==> src/rtl/elpis_uart_tx.sv <==
// -----------------------------------------------------------------------------
// elpis_uart_tx
//
// Byte-serial 8N1 UART transmitter. It is the output path of the Elpis core.
// The core pushes bytes into a small FIFO. The FSM pops them one at a time and
// shifts each one out LSB-first on `tx`:
//   1 start bit (0), 8 data bits, 1 stop bit (1), each CLK_DIV cycles long.
// When the FIFO still holds data at the end of a stop bit, the next start bit
// begins on that same edge, so consecutive frames have no idle gap.
//
// Write handshake (valid/ready):
//   A byte is transferred on every rising edge where wr_valid and wr_ready are
//   both high. wr_ready depends only on registered state; it never depends on
//   wr_valid in the same cycle. The producer holds wr_valid and wr_data stable
//   until wr_ready is seen high. A write while full is not a transfer and is
//   ignored. A byte written into an idle, empty block still passes through the
//   FIFO, so the start bit begins one cycle after acceptance.
//
// Parameters:
//   CLK_DIV     clock cycles per bit, 2..65535 (default: 40 MHz / 9600 baud)
//   FIFO_DEPTH  byte FIFO entries, power of two, >= 2
//
// Ports:
//   wb_clk_i     in   single clock, rising edge
//   wb_rst_i     in   synchronous active-high reset
//   wr_valid     in   core presents a byte
//   wr_data      in   [7:0] byte to transmit
//   wr_ready     out  FIFO not full
//   tx           out  serial line, idle high, driven straight from a flop
//   busy         out  frame in progress or FIFO non-empty
//   fifo_count   out  bytes queued, excluding the frame being shifted
//   dbg_state_o  out  current FSM state (state_e encoding)
// -----------------------------------------------------------------------------
module elpis_uart_tx #(
  parameter int CLK_DIV    = 4167,
  parameter int FIFO_DEPTH = 4
) (
  input  logic                        wb_clk_i,
  input  logic                        wb_rst_i,
  input  logic                        wr_valid,
  input  logic [7:0]                  wr_data,
  output logic                        wr_ready,
  output logic                        tx,
  output logic                        busy,
  output logic [$clog2(FIFO_DEPTH):0] fifo_count,
  output logic [1:0]                  dbg_state_o
);

  localparam int AW = $clog2(FIFO_DEPTH);
  localparam int CW = AW + 1;

  localparam logic [CW-1:0] FULL_COUNT = CW'(FIFO_DEPTH);
  localparam logic [15:0]   BAUD_LAST  = 16'(CLK_DIV - 1);

  typedef enum logic [1:0] {
    S_IDLE  = 2'd0,
    S_START = 2'd1,
    S_DATA  = 2'd2,
    S_STOP  = 2'd3
  } state_e;

  // ---------------------------------------------------------------------------
  // State
  // ---------------------------------------------------------------------------
  state_e        state_q, state_d;
  logic [15:0]   baud_q, baud_d;
  logic [2:0]    bit_q, bit_d;
  logic [7:0]    shift_q, shift_d;
  logic          tx_q, tx_d;

  logic [AW-1:0] wr_ptr_q, wr_ptr_d;
  logic [AW-1:0] rd_ptr_q, rd_ptr_d;
  logic [CW-1:0] count_q, count_d;
  logic [7:0]    mem [FIFO_DEPTH];

  // ---------------------------------------------------------------------------
  // Shared decode
  // ---------------------------------------------------------------------------
  logic       push;
  logic       pop;
  logic       fifo_nonempty;
  logic       baud_done;
  logic [7:0] head;

  assign wr_ready      = (count_q != FULL_COUNT);
  assign push          = wr_valid && wr_ready;
  assign fifo_nonempty = (count_q != '0);
  assign baud_done     = (baud_q == BAUD_LAST);
  assign head          = mem[rd_ptr_q];

  // ---------------------------------------------------------------------------
  // FSM next-state / outputs
  // ---------------------------------------------------------------------------
  always_comb begin
    state_d = state_q;
    baud_d  = baud_q + 16'd1;
    bit_d   = bit_q;
    shift_d = shift_q;
    tx_d    = tx_q;
    pop     = 1'b0;

    unique case (state_q)
      S_IDLE: begin
        // Hold the baud counter at zero so that every frame starts with a
        // full-length start bit.
        baud_d = '0;
        tx_d   = 1'b1;
        if (fifo_nonempty) begin
          pop     = 1'b1;
          shift_d = head;
          tx_d    = 1'b0;
          state_d = S_START;
        end
      end

      S_START: begin
        if (baud_done) begin
          baud_d  = '0;
          bit_d   = 3'd0;
          tx_d    = shift_q[0];
          state_d = S_DATA;
        end
      end

      S_DATA: begin
        if (baud_done) begin
          baud_d = '0;
          if (bit_q == 3'd7) begin
            tx_d    = 1'b1;
            state_d = S_STOP;
          end else begin
            // The next bit is shift_q[1]. tx_d is loaded from it directly so
            // that tx stays a flop output and changes only on this edge.
            bit_d   = bit_q + 3'd1;
            shift_d = {1'b0, shift_q[7:1]};
            tx_d    = shift_q[1];
          end
        end
      end

      S_STOP: begin
        if (baud_done) begin
          baud_d = '0;
          if (fifo_nonempty) begin
            // Chain straight into the next start bit: no idle cycle.
            pop     = 1'b1;
            shift_d = head;
            tx_d    = 1'b0;
            state_d = S_START;
          end else begin
            tx_d    = 1'b1;
            state_d = S_IDLE;
          end
        end
      end

      default: begin
        baud_d  = '0;
        tx_d    = 1'b1;
        state_d = S_IDLE;
      end
    endcase
  end

  // ---------------------------------------------------------------------------
  // FIFO pointer / occupancy next-state
  // ---------------------------------------------------------------------------
  always_comb begin
    wr_ptr_d = wr_ptr_q;
    rd_ptr_d = rd_ptr_q;
    count_d  = count_q;

    if (push) begin
      wr_ptr_d = wr_ptr_q + AW'(1);
    end
    if (pop) begin
      rd_ptr_d = rd_ptr_q + AW'(1);
    end

    // A push and a pop on the same edge leave the occupancy unchanged.
    unique case ({push, pop})
      2'b10:   count_d = count_q + CW'(1);
      2'b01:   count_d = count_q - CW'(1);
      default: count_d = count_q;
    endcase
  end

  // ---------------------------------------------------------------------------
  // Registers
  // ---------------------------------------------------------------------------
  always_ff @(posedge wb_clk_i) begin
    if (wb_rst_i) begin
      state_q  <= S_IDLE;
      baud_q   <= '0;
      bit_q    <= '0;
      shift_q  <= '0;
      tx_q     <= 1'b1;
      wr_ptr_q <= '0;
      rd_ptr_q <= '0;
      count_q  <= '0;
    end else begin
      state_q  <= state_d;
      baud_q   <= baud_d;
      bit_q    <= bit_d;
      shift_q  <= shift_d;
      tx_q     <= tx_d;
      wr_ptr_q <= wr_ptr_d;
      rd_ptr_q <= rd_ptr_d;
      count_q  <= count_d;
    end
  end

  // The FIFO storage has no reset. An entry is only ever read after it has
  // been written, because the pointers and the count are reset.
  always_ff @(posedge wb_clk_i) begin
    if (push) begin
      mem[wr_ptr_q] <= wr_data;
    end
  end

  // ---------------------------------------------------------------------------
  // Outputs
  // ---------------------------------------------------------------------------
  assign tx          = tx_q;
  assign busy        = (state_q != S_IDLE) || fifo_nonempty;
  assign fifo_count  = count_q;
  assign dbg_state_o = state_q;

endmodule
==> config.mk <==
export PLATFORM = sky130hd
export DESIGN_NAME = elpis_uart_tx
export DESIGN_NICKNAME = d
export VERILOG_FILES = /design/src/rtl/elpis_uart_tx.sv
export SDC_FILE = /design/constraint.sdc
export NUM_CORES = 1
export LEC_CHECK = 0
export CORE_MARGIN = 2
export CORE_UTILIZATION = 59
export CTS_BUF_LIST = sky130_fd_sc_hd__clkbuf_4 sky130_fd_sc_hd__clkbuf_8 sky130_fd_sc_hd__clkbuf_16
export CTS_CLUSTER_DIAMETER = 150
export DETAILED_ROUTE_END_ITERATION = 16
export PLACE_DENSITY = 0.78
export SLEW_MARGIN = 10
export SYNTH_ARGS = -nofsm -noshare
export SYNTH_HDL_FRONTEND = slang
export SYNTH_SLANG_ARGS = --single-unit
==> constraint.sdc <==
create_clock -name wb_clk_i -period 3.2 [get_ports wb_clk_i]
set_input_delay 0.32 -clock wb_clk_i [delete_from_list [all_inputs] [get_ports wb_clk_i]]
set_output_delay 0.32 -clock wb_clk_i [all_outputs]
set_load 0.02 [all_outputs]
==> results of run 1 <==
## critical path, cell delays in order, from the launching register on
cell and delay [ns]:
dfxtp_1 0.43, inv_1 0.13, ha_1 0.37, nor2_1 0.09, a22o_1 0.28, ha_1 0.22
fa_1 0.38, xnor2_1 0.14, or3_1 0.31, a21oi_1 0.15
## routing by layer
layer  vias up  GRT usage, %
met5         -             0
met4         0          8.14
met3         8          6.67
met2        48          30.3
met1      1046          30.2
li1       1062             -
## logic make-up after synthesis
kind of cell | Yosys count | share of synthesized area (%)
and+or+nand+nor | 87 | 17.1
DFF | 71 | 51.1
AOI/OAI and AO/OA | 41 | 9.03
buffers and inverters | 24 | 4.29
muxes | 19 | 8.55
adders and majority gates | 16 | 6.09
xor gates and xnor gates | 15 | 3.85
## layout make-up
cell class                      count  area share, %
Clock buffer                       10           3.48
Multi-Input combinational cell    178           40.3
Inverter                           10          0.996
Tap cell                           72           2.39
Clock inverter                      6           1.63
Sequential cell                    71           46.2
Timing Repair Buffer               19           4.98
## power breakdown
| part | total, uW | switching, uW | internal (uW) |
|---|---|---|---|
| Combinational | 1100 | 599 | 502 |
| Clock | 703 | 336 | 367 |
| Sequential | 1250 | 136 | 1120 |
## cell usage after synthesis, drive strengths merged, types with 6 or more instances
cell type,count
ha,15
edfxtp,32
a21oi,8
a2111oi,7
xnor2,13
inv,9
mux2i,10
mux4,8
buf,12
dfxtp,39
nor2,25
nor4,8
or3,6
nor3,7
nand3,6
a31o,7
nand2,12
## worst max path at each step
stage / startpoint / to / slack, ns / cells past startpoint
final: dbg_state_o[1] / fifo_count[2] / 0.62 / 9
after CTS: dbg_state_o[1] / fifo_count[2] / 0.62 / 9
after global routing: fifo_count[0] / fifo_count[2] / 0.40 / 8
after global placement: dbg_state_o[1] / fifo_count[2] / 0.75 / 9
after floorplan: dbg_state_o[0] / fifo_count[2] / 0.69 / 9
after detailed placement: dbg_state_o[1] / fifo_count[2] / 0.66 / 9
## state kept, by name, summed over array words and instances, names as in the netlist, named ones only
| register | count |
|---|---|
| mem | 32 |
| baud_q | 16 |
| shift_q | 8 |
| bit_q | 3 |
| fifo_count | 3 |
| dbg_state_o | 2 |
| rd_ptr_q | 2 |
| wr_ptr_q | 2 |
| tx | 1 |
## through the flow
step	instances	setup slack [ns]	total power (uW)	area, um^2
2_1_floorplan	273	0.688	2100	3410
3_3_place_gp	350	0.753	2340	3580
3_5_place_dp	350	0.656	2370	3580
4_1_cts	366	0.619	3070	3770
5_1_grt	366	0.395	3240	3770
6_report	366	0.618	3060	3770
==> results_dict.tcl, run 1 <==
set metrics [dict create \
    path_class "register to register" \
    clockBufferDepth 2 \
    min_to "shift_q[7]" \
    ys.warnings.count 0 \
    powerDensity_nw_per_um2 811 \
    finalHoldViolations 0 \
    worstSetupStartpointType "register" \
    ioPinCount 19 \
    r2r.worst_path.cells 9 \
    synth-main-ff-cell "dfxtp_1" \
    drv_cap 0 \
    holdPathStages 2 \
    clock_latency_ns 0.34 \
    cts_setup_buffers 0 \
    drt_first_pass_iters 4 \
    seq_area_um2 1740 \
    cts_hold_buf 0 \
    holdCritStartpoint "shift_q[7]" \
    ctsResizeCount 0 \
    drt-initial-drc-count 168 \
    detail_route.vias_per_cell 5.91 \
    drc 0 \
    layout_common_cells "39 x dfxtp_1, 32 x edfxtp_1, 18 x clkdlybuf4s50_1, 15 x nor2_1, 15 x ha_1" \
    dieArea_um2 6400 \
    final_common_cell "dfxtp_1" \
    top_layer "met4" \
    place_hpwl_mm 4.32 \
    grt_pass1_wl_mm 10.1 \
    cp_max_fo 6 \
    antenna_found_initial 0 \
    drv_slew 0 \
    status "finished, final reports clean" \
    synthesis.nets 300 \
    root_buffer "clkbuf_8" \
    setup_viol 0 \
    clk_pin_slew_ns 0.08 \
    start_util_pct 61.5 \
    cts_sinks 71 \
    wl_met1_mm 3.09 \
    arrival_ns 2.85 \
    maxSlewHeadroom_pct 30.5 \
    drive_gt1_share_pct 16.3 \
    hold_path.class "register to register" \
    multi_input_area_um2 1520 \
    grt_pass1_vias 2012 \
    fin_crit_sh_pct 80.7 \
    numCtsBuffers 9 \
    fmax_ghz 0.387 \
    fill_cells 416 \
    synth_cells 273 \
    r2r_end "fifo_count[2]" \
    die_w_um 80.0 \
    ys_seq_elements 71 \
    r2r_start "dbg_state_o[1]" \
    syn_area_um2 3410 \
    met3WireLength_um 313 \
    ant_nets 0 \
    wl_per_cell_um 16.9 \
    track_usage_pct 21.2 \
    port-buffer-count 18 \
    drt-total-wl_mm 6.20 \
    synthTopCellsByArea "edfxtp_1 28%, dfxtp_1 23%, ha_1 5.5%" \
    async_flop_share_pct 0 \
    grt-ovfl-total 0 \
    yosys.area.top_type "edfxtp_1" \
    period_minus_slack_ns 2.58 \
    dr_wl_met2_mm 2.71 \
    grt_setup_unrepaired "no" \
    cts_tree "done" \
    whs_ns 0.462 \
    fp.dieH_um 80.0 \
    cp_data_required_time_ns 3.47 \
    yosysSeqAreaShare_pct 51.1 \
    tns_ns 0 \
    fin_skew_ns 0.00848 \
    ir_drop_uv 488 \
    endpoint_kind "register" \
    htreeDepth 3 \
    p_leak_uw 0.00124 \
    r2r_setup_slack_ns 0.62 \
    core-area_um2 5540 \
    tightest_slew_ns 1.04 \
    gp_congestion 0.841 \
    area_growth_pct 10.6 \
    route.vias.total 2164 \
    row_count 27 \
    grt_max_degree 24 \
    synth_cell_types 58 \
    synth_top_area_share_pct 28.2 \
    syn_area_per_cell_um2 12.5 \
    synth_edf_count 32 \
    diodes 0 \
    post-route-util_pct 68.0 \
    num-nets-final 316 \
]
Power figures use the tool's default switching activity.
==> inputs of run 2 (changes only) <==
CORE_UTILIZATION = 53   (was 59)
PLACE_DENSITY = 0.74   (was 0.78)
clock period = 2.25 ns   (was 3.2 ns; I/O delays follow)
==> results_dict.tcl, run 2 (synthesis gave the netlist of run 1 again) <==
set metrics [dict create \
    status "finished with violations" \
    violations "negative setup slack" \
    row_count 29 \
    reg_top3 "mem x32, baud_q x16, shift_q x8" \
    drive_gt1_share_pct 27.2 \
    grt_max_degree 17 \
    tightest_slew_ns 0.529 \
    cts_sinks 71 \
    route.vias.total 2306 \
    drv_cap 0 \
    area_growth_pct 18.8 \
    dieArea_um2 7090 \
    cts_hold_buf 0 \
    cp_max_fo 2 \
    cp_data_required_time_ns 2.52 \
    drv_slew 0 \
    layout_common_cells "36 x dfxtp_1, 32 x edfxtp_1, 31 x buf_4, 18 x clkdlybuf4s50_1, 15 x nor2_1" \
    ant_nets 0 \
    grt_pass1_vias 2252 \
    detail_route.vias_per_cell 5.75 \
    final_common_cell "dfxtp_1" \
    combPwrFrac_pct 41.4 \
    drt-initial-drc-count 163 \
    crit_family "adder cells" \
    num-nets-final 346 \
    wl_met1_mm 3.15 \
    setup_viol 1 \
    clock_latency_ns 0.35 \
    switchingPower_uw 1660 \
    period_minus_slack_ns 2.25 \
    dr_wl_met2_mm 2.91 \
    whs_ns 0.482 \
    cp_slowest_cell "dfxtp_2" \
    endpoint_kind "register" \
    finalHoldViolations 0 \
    core-area_um2 6280 \
    switching_share_pct 34.9 \
    port-buffer-count 18 \
    numCtsBuffers 9 \
    regMostFlops "mem" \
    root_buffer "clkbuf_8" \
    wl_per_cell_um 16.0 \
    sequentialPowerShare_pct 36.6 \
    hold_path.class "register to register" \
    fin_crit_sh_pct 100 \
    antenna_found_initial 0 \
    met3WireLength_um 245 \
    ir_drop_uv 808 \
    diodes 0 \
    clockBufferDepth 2 \
    crit_top_cell "ha_2" \
    cts_tree "done" \
    htreeDepth 3 \
    die_w_um 84.2 \
    grt_pass1_wl_mm 10.6 \
    fill_cells 474 \
    tns_ns -0.00316 \
    place_hpwl_mm 4.42 \
    drc 0 \
    fmax_ghz 0.444 \
    arrival_ns 2.52 \
    drt-total-wl_mm 6.40 \
    path_cells "inv_2 > ha_2 > and4b_4 > and4_4 > a22o_1 > ha_2 > fa_2 > xnor2_1 > or3_1 > a21oi_1" \
    p_int_uw 3100 \
    drt_first_pass_iters 4 \
    grt-ovfl-total 0 \
    track_usage_pct 19.1 \
    clk_pin_slew_ns 0.09 \
    ioPinCount 19 \
    p_clk_share_pct 22.1 \
    maxSlewHeadroom_pct 64.7 \
    fin_skew_ns 0.00959 \
    worstSetupStartpointType "register" \
    cp_num_buf_inv 1 \
    p_leak_uw 0.00140 \
    place_ws_ns -0.0134 \
    cp_slowest_stage_delay_ns 0.34 \
    powerDensity_nw_per_um2 1170 \
    largest_reg_flops 32 \
    path_class "register to register" \
    top_layer "met4" \
    grt_setup_unrepaired "yes" \
    gp_congestion 0.849 \
    start_util_pct 54.3 \
    setup_slack_ns -0.00316 \
    fp.dieH_um 84.2 \
]
[run 2: cell count changes in the layout (fill, tap and decap cells not counted), moves of 2 or more]
cell	delta
buf_4	+30
ha_2	+2
ha_1	-3
dfxtp_2	+3
clkinv_2	-2
dfxtp_1	-3
[run 2: final cells by class]
| type | instances | area (um^2) | share of cell area [%] |
|---|---|---|---|
| clock inverters | 7 | 80.1 | 1.98 |
| repair buffers | 49 | 413 | 10.2 |
| multi-input cells | 178 | 1550 | 38.3 |
| clock buffers | 9 | 124 | 3.06 |
| inverters | 10 | 37.5 | 0.927 |
| flip-flops and latches | 71 | 1750 | 43.1 |
| well taps | 77 | 96.3 | 2.38 |
[run 2: final timing paths]
| kind | from | to | slack, ns | cells after the start |
|---|---|---|---|---|
| worst max-delay path | baud_q[0] | fifo_count[2] | -0.003 | 10 |
| worst min-delay path | bit_q[2] | bit_q[2] | 0.48 | 2 |
| worst max register to register | baud_q[0] | fifo_count[2] | -0.003 | 10 |
| worst min register to register | bit_q[2] | bit_q[2] | 0.48 | 2 |
[run 2: timing repair]
item,in CTS,in global routing
pin swaps,3,2
setup endpoints to repair,1,2
buffers inserted,1,1
endpoints found under the hold margin,0,0
gates resized for setup,2,3
[run 2: power groups by stage]
stage / Clock, uW / Sequential [uW] / Combinational [uW]
final: 1050 / 1740 / 1970
after CTS: 1070 / 1740 / 1890
after floorplan: 0 / 1780 / 1230
after detailed placement: 0 / 1770 / 1860
after global routing: 1130 / 1770 / 2150
after global placement: 0 / 1760 / 1830
[run 2: layer usage]
layer / vias to the layer above / track usage, %
met2: 61 / 27.6
met1: 1113 / 27.4
li1: 1123 / -
met4: 0 / 7.48
met3: 9 / 5.60
met5: - / 0
[run 2: worst register-to-register path: stages (launching register included)]
cell and delay (ns):
dfxtp_2 0.34, inv_2 0.03, ha_2 0.17, and4b_4 0.20, and4_4 0.15, a22o_1 0.19
ha_2 0.19, fa_2 0.34, xnor2_1 0.14, or3_1 0.30, a21oi_1 0.13
[run 2: through the flow]
| stage | util (%) | std cells | power [uW] | cell area, um^2 |
|---|---|---|---|---|
| CTS | 64.0 | 400 | 4700 | 4020 |
| global route | 64.5 | 401 | 5040 | 4050 |
| floorplan | - | 273 | 3010 | 3420 |
| global placement | 60.6 | 383 | 3590 | 3800 |
| finish | 64.5 | 401 | 4760 | 4050 |
| detailed placement | 60.6 | 383 | 3630 | 3800 |
